--- config.mk ---
export PLATFORM = sky130hd
export DESIGN_NAME = mips_control_fsm
export DESIGN_NICKNAME = d
export VERILOG_FILES = /design/src/rtl/mips_control_fsm.sv
export SDC_FILE = /design/constraint.sdc
export NUM_CORES = 1
export LEC_CHECK = 0
export BUFFER_PORTS_ARGS = -buffer_cell sky130_fd_sc_hd__clkbuf_2
export CORE_AREA = 5 5 73 75
export DETAILED_ROUTE_END_ITERATION = 16
export DIE_AREA = 0 0 78 80
export GPL_TIMING_DRIVEN = 1
export PLACE_DENSITY = 0.72
export SYNTH_ARGS = -nofsm -noshare
export SYNTH_HDL_FRONTEND = slang
export SYNTH_SLANG_ARGS = --single-unit
--- constraint.sdc ---
create_clock -name master_clk -period 3 [get_ports master_clk]
set_input_delay 0.15 -clock master_clk [delete_from_list [all_inputs] [get_ports master_clk]]
set_output_delay 0.15 -clock master_clk [all_outputs]
set_load 0.05 [all_outputs]
--- src/rtl/mips_control_fsm.sv ---
// Multicycle MIPS main controller: sequences fetch/decode/execute/memory/writeback
// and counts retired instructions. Define MIPS_CTRL_JUMP_EN to decode j (Op 000010).
module mips_control_fsm #(
    parameter int CNT_W = 32
) (
    input  logic             master_clk,
    input  logic             reset,
    input  logic [5:0]       Op,
    input  logic [5:0]       Funct,
    input  logic             Zero,
    input  logic             stall,
    output logic             PCEn,
    output logic             IorD,
    output logic             IRWrite,
    output logic             MemWrite,
    output logic             RegWrite,
    output logic             RegDst,
    output logic             MemtoReg,
    output logic             ALUSrcA,
    output logic [1:0]       ALUSrcB,
    output logic [1:0]       PCSrc,
    output logic [2:0]       ALUControl,
    output logic             illegal_op,
    output logic [CNT_W-1:0] instr_count
);

    typedef enum logic [3:0] {
        FETCH, DECODE, MEMADR, MEMRD, MEMWB, MEMWR,
        EXEC, ALUWB, BRANCH, ADDIEX, ADDIWB
`ifdef MIPS_CTRL_JUMP_EN
        , JUMP
`endif
    } state_t;

    state_t           state_q, state_d, nxt;
    logic [CNT_W-1:0] cnt_q, cnt_d;
    logic             pcen_c, irw_c, mw_c, rw_c, ill_c;
    logic             hold;

    always_ff @(posedge master_clk or posedge reset) begin
        if (reset) begin
            state_q <= FETCH;
            cnt_q   <= '0;
        end else begin
            state_q <= state_d;
            cnt_q   <= cnt_d;
        end
    end

    always_comb begin
        nxt        = FETCH;
        pcen_c     = 1'b0;
        irw_c      = 1'b0;
        mw_c       = 1'b0;
        rw_c       = 1'b0;
        ill_c      = 1'b0;
        IorD       = 1'b0;
        RegDst     = 1'b0;
        MemtoReg   = 1'b0;
        ALUSrcA    = 1'b0;
        ALUSrcB    = 2'b00;
        PCSrc      = 2'b00;
        ALUControl = 3'b010;
        case (state_q)
            FETCH: begin
                irw_c   = 1'b1;
                pcen_c  = 1'b1;
                ALUSrcB = 2'b01;
                nxt     = DECODE;
            end
            DECODE: begin
                // ALU precomputes the branch target while the opcode is decoded
                ALUSrcB = 2'b10;
                case (Op)
                    6'b100011, 6'b101011: nxt = MEMADR;
                    6'b000000:            nxt = EXEC;
                    6'b000100:            nxt = BRANCH;
                    6'b001000:            nxt = ADDIEX;
`ifdef MIPS_CTRL_JUMP_EN
                    6'b000010:            nxt = JUMP;
`endif
                    default: begin
                        nxt   = FETCH;
                        ill_c = 1'b1;
                    end
                endcase
            end
            MEMADR: begin
                ALUSrcA = 1'b1;
                ALUSrcB = 2'b10;
                nxt     = (Op == 6'b101011) ? MEMWR : MEMRD;
            end
            MEMRD: begin
                IorD = 1'b1;
                nxt  = MEMWB;
            end
            MEMWB: begin
                MemtoReg = 1'b1;
                rw_c     = 1'b1;
            end
            MEMWR: begin
                IorD = 1'b1;
                mw_c = 1'b1;
            end
            EXEC: begin
                ALUSrcA = 1'b1;
                nxt     = ALUWB;
                case (Funct)
                    6'b100000: ALUControl = 3'b010;
                    6'b100010: ALUControl = 3'b110;
                    6'b100100: ALUControl = 3'b000;
                    6'b100101: ALUControl = 3'b001;
                    6'b101010: ALUControl = 3'b111;
                    default: begin
                        nxt   = FETCH;
                        ill_c = 1'b1;
                    end
                endcase
            end
            ALUWB: begin
                RegDst = 1'b1;
                rw_c   = 1'b1;
            end
            BRANCH: begin
                ALUSrcA    = 1'b1;
                ALUControl = 3'b110;
                PCSrc      = 2'b01;
                pcen_c     = Zero;
            end
            ADDIEX: begin
                ALUSrcA = 1'b1;
                ALUSrcB = 2'b10;
                nxt     = ADDIWB;
            end
            ADDIWB: rw_c = 1'b1;
`ifdef MIPS_CTRL_JUMP_EN
            JUMP: begin
                PCSrc  = 2'b10;
                pcen_c = 1'b1;
            end
`endif
            default: nxt = FETCH;
        endcase

        state_d = stall ? state_q : nxt;
        cnt_d   = cnt_q;
        if (!stall && state_q != FETCH && nxt == FETCH)
            cnt_d = cnt_q + CNT_W'(1);
    end

    // Write enables are suppressed while stalled or held in reset so nothing commits twice
    assign hold        = stall | reset;
    assign PCEn        = pcen_c & ~hold;
    assign IRWrite     = irw_c  & ~hold;
    assign MemWrite    = mw_c   & ~hold;
    assign RegWrite    = rw_c   & ~hold;
    assign illegal_op  = ill_c  & ~hold;
    assign instr_count = cnt_q;

endmodule

### Word level (Yosys, flattened, before mapping)

Index checks and enable logic that the tools add are counted.

* $add $sub $neg: 1
* eq/ne operators: 19
* mux-type cells: 19
* bitwise logic cells: 7
* reduce and logical (&&, ||, !) cells: 14

Operator list (number)
* 6-bit == test (second input constant): 7
* 32-bit by 1-bit adder with 32-bit output (second input constant): 1
* 4-bit one-hot mux with 6 select lines: 1
* 4-bit by 3-bit == test with 1-bit output (second input constant): 4
* 4-bit one-hot mux with 4 select lines: 1
* 4-bit == test (second input constant): 3
* 3-bit one-hot mux with 4 select lines: 1
* 1-bit two-way mux: 10
* 5-bit OR reduction: 2
* 4-bit by 2-bit == test with 1-bit output (second input constant): 2
* 4-bit logical NOT: 2
* 6-bit by 3-bit == test with 1-bit output (second input constant): 1
* 6-bit by 4-bit == test with 1-bit output (second input constant): 1
* 6-bit logical NOT: 1
* 3-bit two-way mux: 2
* 3-bit one-hot mux with 2 select lines: 1
* 3-bit OR reduction: 2
* 1-bit bitwise AND: 5
* 4-bit by 1-bit == test with 1-bit output (second input constant): 1
* 1-bit one-hot mux with 2 select lines: 2
* 2-bit one-hot mux with 2 select lines: 1
* 4-bit nonzero test: 1
* 2-bit OR reduction: 2
* 4-bit OR reduction: 1
* 4 further kinds: 5

* bits in registers: 36
* word-level logic and storage cells: 62

### Depth between registers and ports, before layout

Gate-level depths: netlist of run 1.

* depth in word-level cells: 6
* depth in mapped cells: 10

### Worst setup path after synthesis of run 1

OpenSTA, ideal clock, no wires.

* path kind: register to output
* start: reg state_q[2]
* end: out PCEn
* arrival: 3.301 ns
* required time: 2.850 ns
* path slack: -0.451 ns
* stages on the path, launching flop included: 6
* buffers on the path: 1
* path through: dfrtp_1 -> buf_6 -> or2b_2 -> nor3_1 -> a21oi_1 -> nor3_1

* longest elaborated chain between the ends: 3
* elaborated cells on any way between the ends: 4

RTL lines
* from (decl): RTL line 35 `state_t state_q, state_d, nxt;`
* from (signal assigned): RTL line 45 `state_q <= state_d;`
* 4-bit == test / 4-bit logical NOT (equally long branches): RTL line 64 `case (state_q)`
* 1-bit one-hot mux with 2 select lines (*): RTL line 64
* 1-bit bitwise AND (*): RTL line 153 `assign PCEn = pcen_c & ~hold;`
* to (decl): RTL line 12 `output logic PCEn,`

Every way passes the cells marked *; elsewhere a longest branch is shown, timed or not.

### Worst setup path after layout of run 1

* start: reg state_q[2]
* end: reg cnt_q[27], in the netlist instr_count[27]

* longest elaborated chain between the ends: 4
* elaborated cells on any way between the ends: 11

RTL lines
* 4-bit == test (tied with other cells): RTL line 64
* 4-bit one-hot mux with 6 select lines: RTL line 64
* 4-bit logical NOT: RTL line 147 `if (!stall && state_q != FETCH && nxt == FETCH)`
* 1-bit logical AND (*): RTL line 147
* to (signal assigned): RTL line 46 `cnt_q <= cnt_d;`
* to (decl): RTL line 36 `logic [CNT_W-1:0] cnt_q, cnt_d;`

Marked as above.
A chain may end at the register's enable or synchronous reset.

==> results.cfg, run 1 <==
[status]
status = finished, final reports clean

[sta]
rsz0062_at_grt = false
final.min_clock_period_ps = 2619
fin_crit_sh_pct = 87.30
drv_slew = 0
slew_headroom_pct = 51.44
max_slew.worst_pin.slew_ps = 727.6
fin_skew_ps = 6.163
setup_tns_ps = 0
holdWs_ps = 22.21
setup_violations = 0
max_freq_mhz = 381.8
finalHoldViolCount = 0

[power_and_ir_drop]
pwr-share-clk_pct = 24.5
switchingPower_mw = 0.7530
vdd_ir_drop_max_mv = 0.5647
power_frac_comb_pct = 39.1
total_power_mw = 1.728
p_leak_nw = 1.314
internal_power_mw = 0.9747
power_frac_seq_pct = 36.3
p_per_area_nw_per_um2 = 661.3
switching_share_pct = 43.58

[placement]
place_congestion = 0.8231
io_buffer_count = 62
place_inst = 320
hpwl_um = 3634

[global_route]
grt_start_max_net_pins = 20
grt_pass1_vias = 1653
antenna_found_initial = 0
grt_pass1_wl_um = 7783
grt_overflow_total = 0
grt_usage_pct = 15.26

[synthesis]
ys_seq_area_share_pct = 41.17
syn_area_um2 = 2188
synth_warnings = 0
synthArstFlopShare_pct = 100.0
synth_fp_nets = 227
ys_types = 48
avgSynthCellArea_um2 = 10.42
syn-instance-count = 210
yosys_register_bits = 36
synth_edf_count = 0
ys.flop_type = dfrtp_1

[cts]
holdBufCountCts = 0
cts-buffers-inserted = 5
postCtsSetupRepairBufs = 0
cts_sinks = 36
clk_path_buf_depth = 2
clk_pin_slew_ps = 80
clk_latency_ps = 290
htree_levels = 2
cts_tree = done
cts_root_buffer = clkbuf_8
cts_resized = 0

[flow_run]
drv_cap = 0

[die]
start_util_pct = 47.59
die_w_um = 78
rows = 25
num_io_pins = 64
dieHeight_um = 80
core_um2 = 4598
die-area_um2 = 6240

[route]
wl_um = 4666
firstDrtPassIters = 4
wl_per_cell_um = 14.23
ant_nets = 0
via_per_inst = 5.345
num_vias = 1753
detail_route.iter0.violations = 109
drc_errors = 0

[critical_path]
cp-start-kind = flip-flop
critPathArrivalTime_ps = 2800
cp.required_ps = 3180
crit_buf_inv = 1
crit_slowest_cell = dfrtp_1
worstSetupEndpointType = flip-flop
critical_path_depth = 8
path_delay_family = simple AND/OR/NAND/NOR gates
crit_chain = nor4b_2 -> and2_1 -> a211oi_1 -> nor4_2 -> and4b_1 -> buf_4 -> nand4_1 -> xnor2_1
crit_type = flip-flop to flip-flop
slowest_delay_ps = 540
path_max_fanout = 13
r2r_cells = 8

[cells_and_area]
layout-drive-gt1-share_pct = 38.32
nets = 290
layoutNonFillerInstCount = 328
diodes = 0
syn2layout_area_growth_pct = 19.38

[min_path]
min_path_type = input pin to async pin
-- synth_stat cells, types with 2 or more instances --
library cell	number	share of area (%)
xnor2_2	2	1.5
mux2i_1	2	0.91
o21ai_0	4	0.91
mux2_2	2	1.0
inv_1	6	1.0
buf_6	4	2.1
and4_1	4	1.6
a31oi_1	2	0.57
and3_2	5	1.7
dfrtp_1	36	41
nand3_2	4	1.8
nor3b_1	3	1.0
nand4_1	9	2.6
and2_1	3	0.86
nor2_1	10	1.7
nand4_4	2	1.9
a21oi_1	5	1.1
nand3_1	11	2.5
and2b_2	3	1.2
nand2_1	13	2.2
and3_1	10	2.9
xnor2_1	26	10
xor2_1	5	2.0
nor4_1	5	1.4
nor3_1	9	2.1
buf_4	3	1.0
-- sequential cells by signal, summed over array words and instances, names as in the netlist --
signal and flops:
instr_count 32, state_q 4
-- stage by stage --
step	utilization [%]	area (um2)	setup slack (ps)
after floorplan	-	2198	51.82
after CTS	56.82	2613	363.5
final	56.82	2613	381.1
after global routing	56.82	2613	222.2
after global placement	54.39	2501	483.8
after detailed placement	54.39	2501	367.0
-- power by group through the flow --
stage / Sequential, mW / Clock [mW] / Combinational, mW
after global routing: 0.641 / 0.456 / 0.728
after detailed placement: 0.636 / 0 / 0.678
after global placement: 0.633 / 0 / 0.674
after floorplan: 0.701 / 0 / 0.500
after CTS: 0.626 / 0.432 / 0.678
final: 0.628 / 0.424 / 0.676
-- cell type report --
| class | instances | area [um2] |
|---|---|---|
| fill | 424 | 1986 |
| inverter | 6 | 22.52 |
| timing repair buffer | 66 | 340.3 |
| sequential | 36 | 900.9 |
| clock inverter | 3 | 42.54 |
| multi-input combinational | 158 | 1170 |
| tap | 54 | 67.56 |
| clock buffer | 5 | 68.82 |
-- worst paths after layout --
kind,slack (ps),end,startpoint
setup / recovery,380,instr_count[27],state_q[2]
hold reg to reg,480,instr_count[31],instr_count[31]
setup reg to reg,380,instr_count[27],state_q[2]
min in group master_clk,240,state_q[1],stall
max in group asynchronous,2270,instr_count[25],reset
hold / removal,20,state_q[1],reset
-- cells in the final DEF, fill, tap and decap left out, types with 2 or more instances in the layout --
master	count
a21oi_1	5
a31oi_1	2
and2_1	3
and2b_2	3
and3_1	10
and3_2	5
and4_1	4
buf_4	4
clkbuf_2	62
clkbuf_8	5
dfrtp_1	36
inv_1	6
mux2_2	2
mux2i_1	2
nand2_1	13
nand3_1	11
nand3_2	4
nand4_1	9
nand4_4	2
nor2_1	10
nor3_1	7
nor3_2	2
nor3b_1	3
nor4_1	5
o21ai_0	4
xnor2_1	26
xnor2_2	2
xor2_1	5
-- kinds of logic (layout without fill, tap and decap cells) --
kind of cell               after synthesis  in the layout  synth area share [%]
buffers and inverters                   16             80                 5.831
DFF                                     36             36                 41.17
AOI/OAI and AO/OA                       17             17                 4.975
xor gates and xnor gates                33             33                 13.89
muxes                                    4              4                 1.944
and+or+nand+nor                        102            102                 31.45
adders and majority gates                1              1                0.5717
other                                    1              1                0.1714
-- per-layer routing --
layer,up-vias,track usage (%),part of all wire (%)
met5,-,0,0
met4,0,3.041,0.86
met3,4,4.063,6.8
met2,54,23.21,45
met1,820,21.89,48
li1,875,-,-
Note: power is estimated with default switching activity, not from simulation.
==> run 2, diff against run 1 <==
--- a/config.mk
+++ b/config.mk
@@ -6,11 +6,12 @@
 export NUM_CORES = 1
 export LEC_CHECK = 0
 export BUFFER_PORTS_ARGS = -buffer_cell sky130_fd_sc_hd__clkbuf_2
-export CORE_AREA = 5 5 73 75
+export CORE_AREA = 5 5 71 73
+export CTS_CLUSTER_SIZE = 16
 export DETAILED_ROUTE_END_ITERATION = 16
-export DIE_AREA = 0 0 78 80
+export DIE_AREA = 0 0 76 78
 export GPL_TIMING_DRIVEN = 1
-export PLACE_DENSITY = 0.72
+export PLACE_DENSITY = 0.76
 export SYNTH_ARGS = -nofsm -noshare
 export SYNTH_HDL_FRONTEND = slang
 export SYNTH_SLANG_ARGS = --single-unit
==> run 2 against run 1 <==
Die area shrank 5.0%. Routed wire length grew 2.7%. Count of clock-buffer cells in the layout grew 2. Core utilization rose by 3.6 points. First-iteration DRC count rose by 35%. Via count rose by 2.1%. Global-route usage is 1.4 points higher. Sequential power is essentially flat. Combinational power rose by 0.7%. Critical path depth is the same. Worst hold slack got worse by 9.7 ps. Largest power group unchanged.
==> results.cfg, run 2 (synthesis gave the netlist of run 1 again) <==
[critical_path]
cp.required_ps = 3180
slowest_delay_ps = 560
crit_type = flip-flop to flip-flop
r2r_slack_ps = 540
r2r-start = state_q[3]
r2r_cells = 8
crit_top_cell = nand2_1
cp-start-kind = flip-flop
worstReg2RegEnd = instr_count[1]
critPathArrivalTime_ps = 2640
crit_chain = inv_1 -> nand2_1 -> nor3_1 -> buf_4 -> a221oi_1 -> and3_2 -> nand2_1 -> mux2_2
startpoint = state_q[3]
path_max_fanout = 12
crit_slowest_cell = dfrtp_1
endpoint = instr_count[1]
worstSetupEndpointType = flip-flop

[route]
wl_um = 4792
wl_per_cell_um = 14.74
drc_errors = 0
num_vias = 1789
via_per_inst = 5.505
ant_nets = 0
firstDrtPassIters = 4
detail_route.iter0.violations = 147

[power_and_ir_drop]
vdd_ir_drop_max_mv = 0.6022
p_per_area_nw_per_um2 = 647.0
p_leak_nw = 1.310

[cells_and_area]
diodes = 0
final_common_cell = clkbuf_2
fillers = 360
multi_input_area_um2 = 1170
syn2layout_area_growth_pct = 18.58
register_area_um2 = 900.9
nets = 290
final_core_util_pct = 60.43
layout-drive-gt1-share_pct = 38.10
final_cell_mix = clkbuf_2 (62), dfrtp_1 (36), xnor2_1 (26)
largest_reg_flops = 32

[global_route]
grt_usage_pct = 16.66
antenna_found_initial = 0
grt_pass1_vias = 1712
grt_overflow_total = 0
grt_pass1_wl_um = 8100
grt_start_max_net_pins = 37

[sta]
max_freq_mhz = 406.5
drv_slew = 0
fin_crit_sh_pct = 82.00
setup_tns_ps = 0
setup_violations = 0
finalHoldViolCount = 0
rsz0062_at_grt = false
final.min_clock_period_ps = 2460
fin_skew_ps = 5.808

[die]
dieHeight_um = 78
core_um2 = 4294
die_w_um = 76
num_io_pins = 64
rows = 24
start_util_pct = 50.96
die-area_um2 = 5928

[cts]
cts-buffers-inserted = 5
cts_resized = 0
cts_sinks = 36
cts_tree = done
htree_levels = 2
clk_path_buf_depth = 2
cts_root_buffer = clkbuf_8
postCtsSetupRepairBufs = 0
holdBufCountCts = 0
clk_pin_slew_ps = 70
clk_latency_ps = 290

[placement]
hpwl_um = 3655
io_buffer_count = 62
place_congestion = 0.8616

[flow_run]
drv_cap = 0

[status]
status = finished, final reports clean

[min_path]
min_path_type = input pin to async pin
run 2: cell count changes in the layout (fill, tap and decap cells not counted), sizes merged:
cell      delta
clkbuf       +2
clkinvlp     -1
clkinv       -1
bufinv       -1
run 2: stage by stage:
stage                     hold WS [ps]  setup slack [ps]  instances  power, mW  cell area [um2]
after floorplan                  308.6             51.82        210      1.201             2198
after global placement           346.5             659.3        318      1.309             2499
after detailed placement         348.5             563.1        318      1.317             2499
after CTS                        30.78             568.7        325      1.689             2595
after global routing             62.25             386.8        325      1.762             2595
final                            12.55             540.0        325      1.679             2595
run 2: layer usage:
metal,vias up,global-route usage [%],share of wire (%)
met5,-,0,0
met4,0,6.940,2.0
met3,9,4.514,5.7
met2,52,24.57,46
met1,852,23.04,46
li1,876,-,-
run 2: worst min-delay path by stage:
stage | start | end | slack (ps) | cells past startpoint
after detailed placement | reset | state_q[1] | 350 | 3
final | reset | instr_count[13] | 10 | 3
after CTS | reset | instr_count[13] | 30 | 3
after global routing | reset | instr_count[13] | 60 | 3
after global placement | reset | state_q[1] | 350 | 3
after floorplan | stall | state_q[0] | 310 | 1
run 2: power by group:
| group | internal [mW] | total [mW] | switching (mW) | leakage [nW] |
|---|---|---|---|---|
| clock network | 0.204 | 0.368 | 0.163 | 0.0503 |
| registers | 0.534 | 0.630 | 0.0967 | 0.491 |
| logic | 0.198 | 0.681 | 0.483 | 0.769 |
run 2: cell type report:
type | count | share of cell area, %
multi-input combinational | 158 | 45.08
timing repair buffer | 66 | 13.11
inverter | 6 | 0.8679
tap | 52 | 2.507
sequential | 36 | 34.72
clock buffer | 7 | 3.713
run 2: critical path: cells and delay by family, from the launching register on:
| family | cells | cell delay (ps) |
|---|---|---|
| and+or+nand+nor | 4 | 800 |
| buffers and inverters | 2 | 270 |
| AOI/OAI and AO/OA | 1 | 440 |
| muxes | 1 | 290 |
| DFF | 1 | 560 |
